===== src/rtl/srcf_pkg.sv =====
// rtl/srcf_pkg.sv - shared sample-rate-converter encodings and register-file defaults
package srcf_pkg;

   // Register-file operations issued by the controller
   typedef enum logic [3:0] {
      ULOAD_SAMPLE = 4'b1000,
      CALC_INIT    = 4'b0101,
      LOAD_ERROR   = 4'b0010,
      LOAD_RESULT  = 4'b0001
   } rf_op_e;

   localparam int DEF_WIDTH  = 3;
   localparam int DEF_DATA_W = 16;

endpackage


===== src/rtl/regfile_rdport.sv =====
// rtl/regfile_rdport.sv - registered read port selecting from the next-state register image
module regfile_rdport
   import srcf_pkg::*;
#(
   parameter int WIDTH  = DEF_WIDTH,
   parameter int DATA_W = DEF_DATA_W
) (
   input  logic                                 clk,
   input  logic                                 rst,
   input  logic                                 en,
   input  logic                                 re,
   input  logic [WIDTH-1:0]                     ar,
   input  logic [2**WIDTH-1:0][DATA_W-1:0]      nxt,
   output logic [DATA_W-1:0]                    rd
);

   // Selecting from the next-state image makes the read write-first and shift-aware
   always_ff @(posedge clk or posedge rst) begin
      if (rst) begin
         rd <= '0;
      end else if (en && re) begin
         rd <= nxt[ar];
      end
   end

endmodule


===== src/rtl/regfile_2r1w.sv =====
// rtl/regfile_2r1w.sv - 2-read/1-write register file with a sample delay line in the low registers
module regfile_2r1w
   import srcf_pkg::*;
#(
   parameter int WIDTH   = DEF_WIDTH,
   parameter int DATA_W  = DEF_DATA_W,
   parameter int SHIFT_N = 6
) (
   input  logic              clk,
   input  logic              rst,
   input  logic              en,
   input  logic              re1,
   input  logic [WIDTH-1:0]  ar1,
   input  logic              re2,
   input  logic [WIDTH-1:0]  ar2,
   input  logic              we,
   input  logic [WIDTH-1:0]  ard,
   input  logic [DATA_W-1:0] wd,
   input  logic              shift,
   input  logic [DATA_W-1:0] sample_in,
   output logic [DATA_W-1:0] rd1,
   output logic [DATA_W-1:0] rd2,
   output logic              rd_valid
);

   localparam int DEPTH = 2**WIDTH;

   logic [DEPTH-1:0][DATA_W-1:0] mem;
   logic [DEPTH-1:0][DATA_W-1:0] nxt;

   // Write overrides shift; registers at or above SHIFT_N only ever take writes
   for (genvar k = 0; k < DEPTH; k++) begin : g_next
      localparam logic [WIDTH-1:0] K = WIDTH'(k);
      logic [DATA_W-1:0] base;
      if (k == 0) begin : g_head
         assign base = shift ? sample_in : mem[k];
      end else if (k < SHIFT_N) begin : g_line
         assign base = shift ? mem[k-1] : mem[k];
      end else begin : g_fixed
         assign base = mem[k];
      end
      assign nxt[k] = (we && (ard == K)) ? wd : base;
   end

   always_ff @(posedge clk or posedge rst) begin
      if (rst) begin
         mem      <= '0;
         rd_valid <= 1'b0;
      end else if (en) begin
         mem      <= nxt;
         rd_valid <= re1 | re2;
      end
   end

   regfile_rdport #(.WIDTH(WIDTH), .DATA_W(DATA_W)) u_rdport1 (
      .clk (clk),
      .rst (rst),
      .en  (en),
      .re  (re1),
      .ar  (ar1),
      .nxt (nxt),
      .rd  (rd1)
   );

   regfile_rdport #(.WIDTH(WIDTH), .DATA_W(DATA_W)) u_rdport2 (
      .clk (clk),
      .rst (rst),
      .en  (en),
      .re  (re2),
      .ar  (ar2),
      .nxt (nxt),
      .rd  (rd2)
   );

endmodule


===== config.mk =====
export PLATFORM = sky130hd
export DESIGN_NAME = regfile_2r1w
export DESIGN_NICKNAME = d
export VERILOG_FILES = /design/src/rtl/srcf_pkg.sv /design/src/rtl/regfile_rdport.sv /design/src/rtl/regfile_2r1w.sv
export SDC_FILE = /design/constraint.sdc
export NUM_CORES = 1
export LEC_CHECK = 0
export ABC_AREA = 1
export CAP_MARGIN = 20
export CORE_MARGIN = 3
export CORE_UTILIZATION = 40
export CTS_CLUSTER_DIAMETER = 30
export CTS_CLUSTER_SIZE = 30
export DETAILED_ROUTE_END_ITERATION = 10
export GPL_TIMING_DRIVEN = 0
export PLACE_DENSITY = 0.57
export SYNTH_ARGS = -nofsm -noshare
export SYNTH_HDL_FRONTEND = slang
export SYNTH_SLANG_ARGS = --single-unit
export TNS_END_PERCENT = 50

===== constraint.sdc =====
create_clock -name clk -period 10.74 [get_ports clk]
set_input_delay 1.074 -clock clk [delete_from_list [all_inputs] [get_ports clk]]
set_output_delay 1.074 -clock clk [all_outputs]
set_load 0.02 [all_outputs]

==> flow_metrics.env <==
export IMPL_fp_row_count=59
export IMPL_cp_end_kind="flip-flop"
export IMPL_leakagePower_uw=0.00571
export IMPL_root_buffer="clkbuf_16"
export IMPL_grt_pass1_wl_microns=76200
export IMPL_hold_viol=0
export IMPL_ff2ff_path_depth=8
export IMPL_post_cts_buffers=0
export IMPL_synth_top_area_share_pct=37.3
export IMPL_synth_top_area_cell="dfrtp_1"
export IMPL_clkSinkCount=161
export IMPL_route_detailed_drc=0
export IMPL_cts_buffer_depth=2
export IMPL_boundaryPins=81
export IMPL_rsz0062_at_grt="false"
export IMPL_min_period_ps=3440
export IMPL_antenna_cells=0
export IMPL_dpl_hpwl_microns=38900
export IMPL_antenna_found_initial=1
export IMPL_postCtsHoldBufs=0
export IMPL_stdcell_count=2095
export IMPL_drtAntennaViolNets=0
export IMPL_syn_num_nets=1717
export IMPL_start_util_pct=41.1
export IMPL_report_final_slew_viol_count=0
export IMPL_setup_violations=0
export IMPL_p_int_uw=1230
export IMPL_clk_pin_slew_ps=70
export IMPL_finalCritPeriodShare_pct=32.1
export IMPL_grt_pass1_vias=12000
export IMPL_final_cell_mix="nand3_1, nand2_1, dfrtp_1"
export IMPL_final_common_cell="nand3_1"
export IMPL_cts_tree="yes"
export IMPL_syn_area_sq_um=10800
export IMPL_p_seq_share_pct=38.3
export IMPL_core_area_sq_um=26300
export IMPL_via_per_inst=6.20
export IMPL_seq_area_frac_synth_pct=37.3
export IMPL_yosys_warnings=0
export IMPL_num_fill_cells=2782
export IMPL_place_congestion=1.01
export IMPL_combPwrFrac_pct=30.0
export IMPL_die_x_microns=170
export IMPL_ys_ff_latch=161
export IMPL_p_per_area_nw_per_um2=162
export IMPL_reg2reg_to="u_rdport2.rd[6]"
export IMPL_worst_pin_slew_ps=775
export IMPL_cts_buffers=17
export IMPL_reg2reg_slack_ps=9080
export IMPL_grt_overflow=0
export IMPL_critPathMaxFanout=10
export IMPL_wl_per_cell_microns=24.9
export IMPL_outcome="finished clean"
export IMPL_drtIter0Drc=2121
export IMPL_worst_ep_required_time_ps=11130
export IMPL_syn_avg_cell_area_sq_um=6.48
export IMPL_max_slew_margin_pct=48.4
export IMPL_syn_to_final_growth_pct=14.9
export IMPL_critPathLaunchType="input pin"
export IMPL_synthTopCellsByArea="dfrtp_1, nand3_1, nand2_1, a31oi_1, nor2_1"
export IMPL_r2r_start="mem[54]"
export IMPL_vias=13000
export IMPL_insertion_delay_ps=450
export IMPL_tns_ps=0
export IMPL_cap_violations=0
export IMPL_dieArea_sq_um=29000
export IMPL_fp_dieH_microns=170
export IMPL_fmax_mhz=290
export IMPL_grt_usage_pct=35.5
export IMPL_numPortBuffers=58
export IMPL_cts_resized=0
export IMPL_arrival_ps=3830
export IMPL_hold_depth=2
export IMPL_final_util_pct=47.3
export IMPL_routed_wirelength_microns=52100
export IMPL_nNetsFinal=1795
export IMPL_layout_drive_gt1_share_pct=5.00
export IMPL_switchingPower_uw=782
export IMPL_fin_skew_ps=17.6
export IMPL_crit_type="input pin to flip-flop"
export IMPL_max_vdd_ir_drop_uv=112
export IMPL_firstDrtPassIters=5
export IMPL_hold_slack_ps=485
export IMPL_htreeDepth=4
export IMPL_p_clk_share_pct=31.7
export IMPL_dpl_cell_count=2063
export IMPL_synthCells=1669
export IMPL_hp_class="flip-flop to flip-flop"
export IMPL_ys_types=17
export IMPL_hold_path_startpoint="u_rdport1.rd[6]"
export IMPL_grt_max_degree=92
export IMPL_swShare_pct=38.8
export IMPL_hold_end="u_rdport1.rd[6]"
-- Yosys cell counts --
cell	count
buf_4	5
nor2_2	3
nor2_1	133
inv_2	3
o211ai_1	1
clkbuf_2	1
clkbuf_1	68
a31oi_1	128
dfrtp_1	161
buf_2	42
inv_1	29
nand2_1	494
clkinv_1	1
o21ai_1	6
nand3_1	544
o21ai_0	26
buf_1	24
-- layer usage --
layer	up-vias	part of all wire, %	global-route usage, %
met3	113	13	10.2
li1	5893	-	-
met5	-	0.013	0
met1	6106	41	50.4
met2	873	42	51.1
met4	2	4.2	13.9
-- worst max-delay path, stage by stage --
cell and delay [ps]:
clkdlybuf4s50_1 550, nor2_2 490, clkbuf_1 630, nand3_1 240, nand3_1 150, nand3_1 190, nand3_1 270, nand3_1 150
nand2_1 90
-- logic make-up (layout without fill, tap and decap cells) --
| kind of cell | count (synthesis) | after routing | synth area share, % |
|---|---|---|---|
| AOI/OAI and AO/OA | 161 | 161 | 8.96 |
| buffers and inverters | 173 | 264 | 6.68 |
| DFF | 161 | 161 | 37.3 |
| and+or+nand+nor | 1174 | 1174 | 47.1 |
-- final cells by class --
type / count / area, sq um / share of cell area, %
inverters: 33 / 131 / 1.06
flip-flops and latches: 161 / 4030 / 32.4
multi-input cells: 1335 / 6060 / 48.8
clock buffers: 18 / 439 / 3.53
well taps: 335 / 419 / 3.37
repair buffers: 59 / 608 / 4.89
plain buffers: 140 / 598 / 4.81
clock inverters: 14 / 141 / 1.14
-- sequential cells by signal (all words and copies together) (netlist names) --
signal,cells
mem,96
g_next.base,32
u_rdport1.rd,16
u_rdport2.rd,16
rd_valid,1
-- power by group through the flow --
stage | Clock (uW) | Sequential [uW] | Combinational [uW]
floorplan | 0 | 790 | 347
global placement | 0 | 779 | 582
detailed placement | 0 | 779 | 588
CTS | 639 | 770 | 590
global route | 661 | 784 | 658
finish | 639 | 772 | 605
-- per-stage QoR --
step | total power, uW | worst slack [ps] | area [sq um]
2_1_floorplan | 1140 | 5320 | 10800
3_3_place_gp | 1360 | 2560 | 11800
3_5_place_dp | 1370 | 6950 | 11800
4_1_cts | 2000 | 7410 | 12400
5_1_grt | 2100 | 7230 | 12400
6_report | 2020 | 7300 | 12400
-- worst max path at each step --
stage / endpoint / start / cells after the start / slack [ps]
2_1_floorplan: g_next[6].base[0] / rst / 1 / 5320
3_3_place_gp: u_rdport1.rd[1] / rst / 2 / 2560
3_5_place_dp: u_rdport1.rd[6] / ard[0] / 11 / 6950
4_1_cts: u_rdport1.rd[6] / ard[0] / 11 / 7410
5_1_grt: u_rdport1.rd[7] / ard[0] / 11 / 7230
6_report: u_rdport1.rd[3] / ard[1] / 9 / 7300
Power figures use the tool's default switching activity.
